$ cat src/rtl/uart_tx_arb_pkg.sv
`default_nettype none
// ============================================================================
// Module  : uart_tx_arb_pkg
// Purpose : Shared state encoding and default parameter values for the UART
//           transmitter arbiter.
// Ports   : none (package)
// Revision: 1.0 - initial release
// ============================================================================
package uart_tx_arb_pkg;

    // Default configuration: four requesters, 16-byte maximum grant.
    localparam int C_DEF_NUM_REQ      = 4;
    localparam int C_DEF_REQ_ID_WIDTH = 2;
    localparam int C_DEF_MAX_PKT_LEN  = 16;
    localparam int C_DEF_CNT_WIDTH    = 4;

    // Arbiter ownership state.
    typedef enum logic [0:0] {
        ST_IDLE = 1'b0,
        ST_XFER = 1'b1
    } arb_state_t;

endpackage : uart_tx_arb_pkg
`default_nettype wire

$ cat src/rtl/uart_tx_arb_rr_arbiter.sv
`default_nettype none
// ============================================================================
// Module  : rr_arbiter
// Purpose : Combinational round-robin pick. The search starts one position
//           after last_grant and walks upward with wrap; the first asserted
//           request wins.
// Ports   : req        - request vector, one bit per requester
//           last_grant - index of the most recent grant
//           winner     - index of the selected requester (0 when any = 0)
//           any        - at least one request is asserted
// Revision: 1.0 - initial release
// ============================================================================
module rr_arbiter
    import uart_tx_arb_pkg::*;
#(
    parameter int N = C_DEF_NUM_REQ,
    parameter int W = C_DEF_REQ_ID_WIDTH
) (
    input  logic [N-1:0] req,
    input  logic [W-1:0] last_grant,
    output logic [W-1:0] winner,
    output logic         any
);

    logic [W-1:0] w_idx;

    always_comb begin
        winner = '0;
        any    = 1'b0;
        w_idx  = '0;
        // Offset 1 first so the previous owner is considered last.
        for (int k = 1; k <= N; k++) begin
            w_idx = W'((int'(last_grant) + k) % N);
            if (!any && req[w_idx]) begin
                winner = w_idx;
                any    = 1'b1;
            end
        end
    end

endmodule : rr_arbiter
`default_nettype wire

$ cat src/rtl/uart_tx_arb.sv
`default_nettype none
// ============================================================================
// Module  : uart_tx_arb
// Purpose : Shares one UART TX buffer between NUM_REQ byte-stream requesters.
//           A requester owns the transmitter from grant until its last byte or
//           until MAX_PKT_LEN bytes have been written, whichever comes first.
//           There is no internal data buffer: the owner's byte is steered
//           straight to the UART write port.
// Ports   : PCLK, PRESETN      - clock, asynchronous active-low reset
//           arb_en             - permits new grants (never aborts a packet)
//           req_valid/data/last- per-requester byte stream
//           req_ready          - per-requester byte accepted this cycle
//           tx_ready           - UART TX buffer not full
//           tx_data_reg_wr     - single-cycle write strobe to UART TX buffer
//           tx_data            - byte written to UART TX buffer
//           grant_id           - current owner, valid while busy = 1
//           busy               - a requester owns the transmitter
// Revision: 1.0 - initial release
// ============================================================================
module uart_tx_arb
    import uart_tx_arb_pkg::*;
#(
    parameter int NUM_REQ      = C_DEF_NUM_REQ,
    parameter int REQ_ID_WIDTH = C_DEF_REQ_ID_WIDTH,
    parameter int MAX_PKT_LEN  = C_DEF_MAX_PKT_LEN,
    parameter int CNT_WIDTH    = C_DEF_CNT_WIDTH
) (
    input  logic                    PCLK,
    input  logic                    PRESETN,
    input  logic                    arb_en,
    input  logic [NUM_REQ-1:0]      req_valid,
    input  logic [8*NUM_REQ-1:0]    req_data,
    input  logic [NUM_REQ-1:0]      req_last,
    output logic [NUM_REQ-1:0]      req_ready,
    input  logic                    tx_ready,
    output logic                    tx_data_reg_wr,
    output logic [7:0]              tx_data,
    output logic [REQ_ID_WIDTH-1:0] grant_id,
    output logic                    busy
);

    localparam logic [CNT_WIDTH-1:0]    C_CNT_LAST       = CNT_WIDTH'(MAX_PKT_LEN - 1);
    localparam logic [REQ_ID_WIDTH-1:0] C_LAST_GRANT_RST = REQ_ID_WIDTH'(NUM_REQ - 1);

    arb_state_t              r_state, w_state_nxt;
    logic [REQ_ID_WIDTH-1:0] r_grant_id, w_grant_id_nxt;
    logic [REQ_ID_WIDTH-1:0] r_last_grant, w_last_grant_nxt;
    logic [CNT_WIDTH-1:0]    r_cnt, w_cnt_nxt;
    logic [REQ_ID_WIDTH-1:0] w_winner;
    logic                    w_any;
    logic                    w_xfer;
    logic                    w_release;

    rr_arbiter #(
        .N (NUM_REQ),
        .W (REQ_ID_WIDTH)
    ) u_rr_arbiter (
        .req        (req_valid),
        .last_grant (r_last_grant),
        .winner     (w_winner),
        .any        (w_any)
    );

    // Only the owner's inputs are looked at; everyone else is ignored.
    assign w_xfer    = (r_state == ST_XFER) && req_valid[r_grant_id] && tx_ready;
    // A forced release at the length limit looks like an ordinary accept to
    // the requester; its remaining bytes simply re-arbitrate.
    assign w_release = w_xfer && (req_last[r_grant_id] || (r_cnt == C_CNT_LAST));

    assign tx_data_reg_wr = w_xfer;
    assign tx_data        = req_data[{r_grant_id, 3'b000} +: 8];
    assign grant_id       = r_grant_id;
    assign busy           = (r_state == ST_XFER);

    always_comb begin
        req_ready             = '0;
        req_ready[r_grant_id] = w_xfer;
    end

    always_comb begin
        w_state_nxt      = r_state;
        w_grant_id_nxt   = r_grant_id;
        w_last_grant_nxt = r_last_grant;
        w_cnt_nxt        = r_cnt;
        case (r_state)
            ST_IDLE: begin
                if (arb_en && w_any) begin
                    w_state_nxt      = ST_XFER;
                    w_grant_id_nxt   = w_winner;
                    w_last_grant_nxt = w_winner;
                    w_cnt_nxt        = '0;
                end
            end
            ST_XFER: begin
                if (w_xfer) begin
                    w_cnt_nxt = r_cnt + CNT_WIDTH'(1);
                    if (w_release) begin
                        w_state_nxt = ST_IDLE;
                    end
                end
            end
            default: w_state_nxt = ST_IDLE;
        endcase
    end

    // Reset leaves last_grant at the top index so requester 0 is searched first.
    always_ff @(posedge PCLK or negedge PRESETN) begin
        if (!PRESETN) begin
            r_state      <= ST_IDLE;
            r_grant_id   <= '0;
            r_last_grant <= C_LAST_GRANT_RST;
            r_cnt        <= '0;
        end else begin
            r_state      <= w_state_nxt;
            r_grant_id   <= w_grant_id_nxt;
            r_last_grant <= w_last_grant_nxt;
            r_cnt        <= w_cnt_nxt;
        end
    end

endmodule : uart_tx_arb
`default_nettype wire

$ cat config.mk
export PLATFORM = sky130hd
export DESIGN_NAME = uart_tx_arb
export DESIGN_NICKNAME = d
export VERILOG_FILES = /design/src/rtl/uart_tx_arb_pkg.sv /design/src/rtl/uart_tx_arb_rr_arbiter.sv /design/src/rtl/uart_tx_arb.sv
export SDC_FILE = /design/constraint.sdc
export NUM_CORES = 1
export LEC_CHECK = 0
export CAP_MARGIN = 20
export CORE_MARGIN = 1
export CORE_UTILIZATION = 34
export DETAILED_ROUTE_END_ITERATION = 10
export GPL_TIMING_DRIVEN = 0
export MAX_ROUTING_LAYER = met4
export PLACE_DENSITY_LB_ADDON = 0.1
export SLEW_MARGIN = 20
export SYNTH_ARGS = -nofsm -noshare
export SYNTH_HDL_FRONTEND = slang
export SYNTH_SLANG_ARGS = --single-unit
$ cat constraint.sdc
create_clock -name PCLK -period 1.9 [get_ports PCLK]
set_clock_uncertainty 0.2 [all_clocks]
set_input_delay 0.285 -clock PCLK [delete_from_list [all_inputs] [get_ports PCLK]]
set_output_delay 0.285 -clock PCLK [all_outputs]
set_load 0.1 [all_outputs]
==> results.cfg, run 1 <==
[pwr]
ir_worst_vdd_v = 0.00149
power_frac_seq_pct = 15.0
total_leakage_power_nw = 0.685
pwr-share-clk_pct = 4.6
combPwrFrac_pct = 80.3
internal_power_mw = 1.38
switching_share_pct = 56.8
p_per_area_nw_per_um2 = 1870
switchingPower_mw = 1.81

[global_route]
use_met1_pct = 22.9
top_usage_layer = met2
antenna_found_initial = 0
met3_usage_pct = 2.34
grt_start_max_net_pins = 11
met2_usage_pct = 40.3
grt-ovfl-total = 0
grt_usage_pct = 21.6
first_global_vias = 916
grt_pass1_wl_mm = 4.07

[setup_path]
endpoint_kind = primary output
cpPeakStageDelay_ps = 500
critical_path_peak_fanout = 5
required_ps = 1410
worst_path_max_delay_cell = mux4_2
path_class = reg -> out
cp_data_arrival_time_ps = 1600
crit_buf_inv = 2
cp_top_family = multiplexers
crit_path_start_kind = flop
crit_chain = clkbuf_16 > mux4_2 > buf_6

[logic_synthesis]
synth_cell_types = 32
synthFlopType = dfrtp_1
yosys_warnings = 0
ys_seq_area_share_pct = 27.2
netlist_area_um2 = 837
yosys-top-cells-area = mux4_2, dfrtp_1, dfstp_2, mux2i_4, nor2_1
synth.largest_area_cell = mux4_2
syn_avg_cell_area_um2 = 11.3
synth_top_area_share_pct = 21.5
syn_nets = 119
syn_inst = 74
synth-edff-count = 0
async_flop_share_pct = 100
ys_ff_latch = 9

[sta]
finalCriticalPeriod_ps = 2080
fmax_mhz = 480
final-setup-viol-count = 13
drv_slew = 0
hold_ws_ps = 116
slew_headroom_pct = 63.4
worst_slack_ps = -183
tightest_slew_ps = 551
rsz0062_at_grt = true
fin_crit_sh_pct = 110
hold_violations = 0

[placement]
hpwl_mm = 2.06
preCtsSetupSlack_ps = -1150
numPlacedInstances = 161
gp_congestion = 0.731
portBuffers = 59

[floorplan]
dieHeight_um = 51.6
start_util_pct = 36.8
die-area_um2 = 2660
fp.dieW_um = 51.6
io_pins = 60
placementRows = 17
core_area_um2 = 2280

[drt]
drc_errors = 0
ant_nets = 0
routed_wl_mm = 2.72
wire_per_inst_um = 16.1
dr.pass1.iters = 2
routed_via_density = 5.19
vias = 877
drtIter0Drc = 7

[cells_and_area]
diodes = 0
layout.nets = 187
layout-drive-gt1-share_pct = 39.7
utilization_pct = 74.9
area_delta_synth_final_pct = 104
fill_cells = 166
fin_cells = 169

[min_path]
hold_class = in -> async

[outcome]
status = finished with violations
violations = negative setup slack

[clock_tree]
max-clock-path-buffers = 2
clkLatencyLatePin_ps = 260
tritoncts = built
clock-sinks = 9
root_buffer = clkbuf_4
htree_levels = 1
cts_made_buffers = 3
clkSlewWorstSetupHoldPaths_ps = 60
hold_buffers = 0

[run]
max-cap-violations = 0
stage by stage:
stage	cell area [µm²]	power, mW	setup TNS, ps
floorplan	912	2.30	-5400
global placement	1540	2.77	-11710
detailed placement	1540	2.80	-12050
CTS	1690	3.17	-2170
global route	1710	3.32	-2320
finish	1710	3.19	-1770
placed cells by master (no fill, tap or decap), types with 2 or more instances in the layout:
cell type / Yosys / routed
clkdlybuf4s50_1: 0 / 42
nand3_1: 4 / 3
clkbuf_4: 0 / 3
buf_4: 1 / 2
nor3b_4: 0 / 2
nand2b_1: 2 / 2
mux4_2: 8 / 8
o21ai_0: 3 / 2
o211ai_2: 2 / 2
nor3_4: 0 / 2
buf_12: 0 / 7
nor2b_1: 2 / 2
clkdlybuf4s15_2: 0 / 2
mux2_2: 2 / 2
buf_6: 1 / 9
a21oi_2: 2 / 2
clkbuf_16: 0 / 2
nor2_1: 9 / 9
dfstp_2: 2 / 2
dfrtp_1: 7 / 4
mux2i_4: 2 / 2
nand2_1: 3 / 3
inv_1: 5 / 5
nand3b_1: 2 / 2
dfrtp_4: 0 / 3
synth_stat cells, drive strengths merged (3+ instances only):
master	n
inv	5
nor2	9
mux4	9
nand3	4
dfrtp	7
o21ai	3
nand2	3
a21oi	3
path summary, 6_finish.rpt:
check | start | endpoint | slack [ps] | cells past startpoint
max reg2reg | grant_id[1]$_DFFE_PN0P_ | r_cnt[3]$_DFFE_PN0P_ | 70 | 5
max in group asynchronous | PRESETN | r_last_grant[0]$_DFFE_PN1P_ | 1060 | 1
min reg2reg | r_cnt[0]$_DFFE_PN0P_ | r_cnt[0]$_DFFE_PN0P_ | 320 | 1
min in group PCLK | r_cnt[0]$_DFFE_PN0P_ | r_cnt[0]$_DFFE_PN0P_ | 320 | 1
max | grant_id[0]$_DFFE_PN0P_ | tx_data[2] | -180 | 3
min | PRESETN | r_cnt[3]$_DFFE_PN0P_ | 120 | 1
power by group through the flow:
stage	Clock (mW)	Combinational, mW	Sequential, mW
after CTS	0.155	2.57	0.446
after global placement	0	2.33	0.436
after global routing	0.160	2.66	0.501
after floorplan	0	1.65	0.646
final	0.148	2.56	0.479
after detailed placement	0	2.35	0.446
cells by family after synthesis:
logic type	synth area share, %
multiplexers	32.7
adder cells (fa/ha/maj)	1.49
AND/OR/NAND/NOR	16.6
flip-flops	27.2
AO/OA/AOI/OAI	17.0
buffers and inverters	4.93
per-layer routing:
metal	wire (µm)	vias to the layer above	share of wire, %
met5	0	-	0
li1	-	427	-
met4	37	0	1.4
met2	1460	30	54
met1	1100	416	40
met3	119	4	4.4
state kept, by name (all words and copies together), names as in the netlist:
register / flops
grant_id: 2
r_cnt: 4
busy: 1
r_last_grant: 2
repair_timing:
item,4_1_cts,5_1_grt
buffers inserted,4,0
gates cloned,0,1
pin swaps,2,3
resized for setup,114,5
endpoints found under the setup margin,16,16
layout make-up:
type	count	area (µm²)	area share, %
repair buffers	64	722	42.3
multi-input cells	57	618	36.2
flip-flops and latches	9	239	14.0
plain buffers	2	45.0	2.64
well taps	28	35.0	2.05
clock buffers	3	22.5	1.32
inverters	5	18.8	1.10
clock inverters	1	5.00	0.293
Power figures use the tool's default switching activity.
==> run 2, diff against run 1 <==
--- a/config.mk
+++ b/config.mk
@@ -5,9 +5,9 @@
 export SDC_FILE = /design/constraint.sdc
 export NUM_CORES = 1
 export LEC_CHECK = 0
-export CAP_MARGIN = 20
 export CORE_MARGIN = 1
 export CORE_UTILIZATION = 34
+export CTS_BUF_LIST = sky130_fd_sc_hd__clkbuf_16
 export DETAILED_ROUTE_END_ITERATION = 10
 export GPL_TIMING_DRIVEN = 0
 export MAX_ROUTING_LAYER = met4
==> results.cfg, run 2 (synthesized netlist as in run 1, its figures left out) <==
[outcome]
status = finished with violations
violations = negative setup slack

[sta]
fin_crit_sh_pct = 109
worst_slack_ps = -167
rsz0062_at_grt = true
finalCriticalPeriod_ps = 2070
fin_setup_tns_ps = -1500
fmax_mhz = 484
tightest_slew_ps = 553
hold_ws_ps = 148
slew_headroom_pct = 63.3
final-setup-viol-count = 12
hold_violations = 0
drv_slew = 0

[setup_path]
crit_path_start_kind = input port
reg2reg_to = r_cnt[3]$_DFFE_PN0P_
cp_top_family = buffers and inverters
cpPeakStageDelay_ps = 540
cp_data_arrival_time_ps = 1580
crit_buf_inv = 3
endpoint_kind = primary output
r2r_start = grant_id[1]$_DFFE_PN0P_
path_class = in -> out
crit_chain = clkdlybuf4s50_1 > nand3b_1 > buf_6 > o22ai_4 > buf_12
critical_path_peak_fanout = 3
worst_path_max_delay_cell = clkdlybuf4s50_1
rrSetupSlack_ps = 50
required_ps = 1410
reg2regPathDepth = 5

[clock_tree]
hold_buffers = 0
tritoncts = built
root_buffer = clkbuf_16
clkLatencyLatePin_ps = 240
clkSlewWorstSetupHoldPaths_ps = 40
clock-sinks = 9
max-clock-path-buffers = 2
htree_levels = 1
cts_made_buffers = 3

[drt]
routed_via_density = 5.29
drtIter0Drc = 19
drc_errors = 0
routed_wl_mm = 2.91
vias = 899
ant_nets = 0
dr.pass1.iters = 4
wire_per_inst_um = 17.1

[pwr]
switching_share_pct = 53.8
total_leakage_power_nw = 0.716
ir_worst_vdd_v = 0.00155
internal_power_mw = 1.59
pwr-share-clk_pct = 10.9
power_frac_seq_pct = 14.0
switchingPower_mw = 1.86
combPwrFrac_pct = 75.1
p_per_area_nw_per_um2 = 1950

[floorplan]
die-area_um2 = 2660
start_util_pct = 36.8
io_pins = 60
fp.dieW_um = 51.6
placementRows = 17
core_area_um2 = 2280
dieHeight_um = 51.6

[cells_and_area]
diodes = 0
multi_input_area_um2 = 626
final_common_cell = clkdlybuf4s50_1
regMostFlops = r_cnt
fin_cells = 170
layout-drive-gt1-share_pct = 40.1
regArea_um2 = 239
largest_register_ff_count = 4
area_delta_synth_final_pct = 112
mostFrequentLayoutCells = clkdlybuf4s50_1, nor2_1, buf_6
fill_cells = 163
design_area_um2 = 1770
layout.nets = 188

[global_route]
grt_start_max_net_pins = 11
grt-ovfl-total = 0
first_global_vias = 923
met3_usage_pct = 4.09
met2_usage_pct = 41.3
grt_usage_pct = 22.8
grt_pass1_wl_mm = 4.19
top_usage_layer = met2
use_met1_pct = 23.7
antenna_found_initial = 0

[placement]
hpwl_mm = 2.06
numPlacedInstances = 161
gp_congestion = 0.731
portBuffers = 59
place_area_um2 = 1540

[run]
max-cap-violations = 0

[min_path]
hold_class = in -> async
==> run 2: cell types whose count changed in the layout (fill, tap and decap cells not counted), sizes merged <==
cell	previous run	this run
buf	18	19
dlygate4sd2	0	1
clkdlybuf4s50	42	41
==> run 2: stage by stage <==
step           utilization [%]  worst slack (ps)  power [mW]
4_1_cts                   76.1              -144        3.39
3_5_place_dp              67.6             -1150        2.80
6_report                  77.8              -167        3.45
2_1_floorplan                -              -473        2.30
5_1_grt                   77.8              -211        3.59
3_3_place_gp              67.6             -1150        2.77
==> run 2: worst max path at each step <==
stage	depth (start not counted)	startpoint	end	slack, ps
2_1_floorplan	2	grant_id[0]$_DFFE_PN0P_	req_ready[2]	-470
6_report	5	tx_ready	tx_data_reg_wr	-170
4_1_cts	3	grant_id[0]$_DFFE_PN0P_	tx_data[0]	-140
3_3_place_gp	4	tx_ready	tx_data_reg_wr	-1150
3_5_place_dp	4	tx_ready	tx_data_reg_wr	-1150
5_1_grt	4	grant_id[0]$_DFFE_PN0P_	tx_data_reg_wr	-210
==> run 2: worst reg2reg max path, stage by stage (launching register included) <==
cell	delay [ps]
dfrtp_4	480
mux2i_4	380
o22ai_4	160
buf_6	160
or2_4	270
o211ai_2	130
==> run 2: area by class of cell <==
cell class | instances | area share [%]
Tap cell | 28 | 1.98
Clock buffer | 3 | 4.24
Clock inverter | 1 | 0.282
Buffer | 2 | 2.54
Sequential cell | 9 | 13.5
Inverter | 5 | 1.06
Multi-Input combinational cell | 57 | 35.3
Timing Repair Buffer | 65 | 41.1
==> run 2: repair_timing <==
| action | CTS | global route |
|---|---|---|
| pin swaps | 4 | 4 |
| setup buffers | 4 | 1 |
| hold endpoints to repair | 0 | 0 |
| resized for setup | 114 | 7 |
| endpoints found under the setup margin | 16 | 17 |
| cloned | 0 | 1 |
==> run 2: power by group through the flow <==
stage / sequential, mW / clock [mW] / combinational, mW
global route: 0.505 / 0.397 / 2.69
CTS: 0.447 / 0.386 / 2.56
detailed placement: 0.446 / 0 / 2.35
floorplan: 0.646 / 0 / 1.65
global placement: 0.436 / 0 / 2.33
finish: 0.483 / 0.376 / 2.59
==> run 2: metal layers <==
metal	routed length, µm	up-vias	share of wire [%]
met5	0	-	0
met4	40	0	1.4
met3	187	6	6.4
met2	1580	41	54
met1	1090	423	38
li1	-	429	-
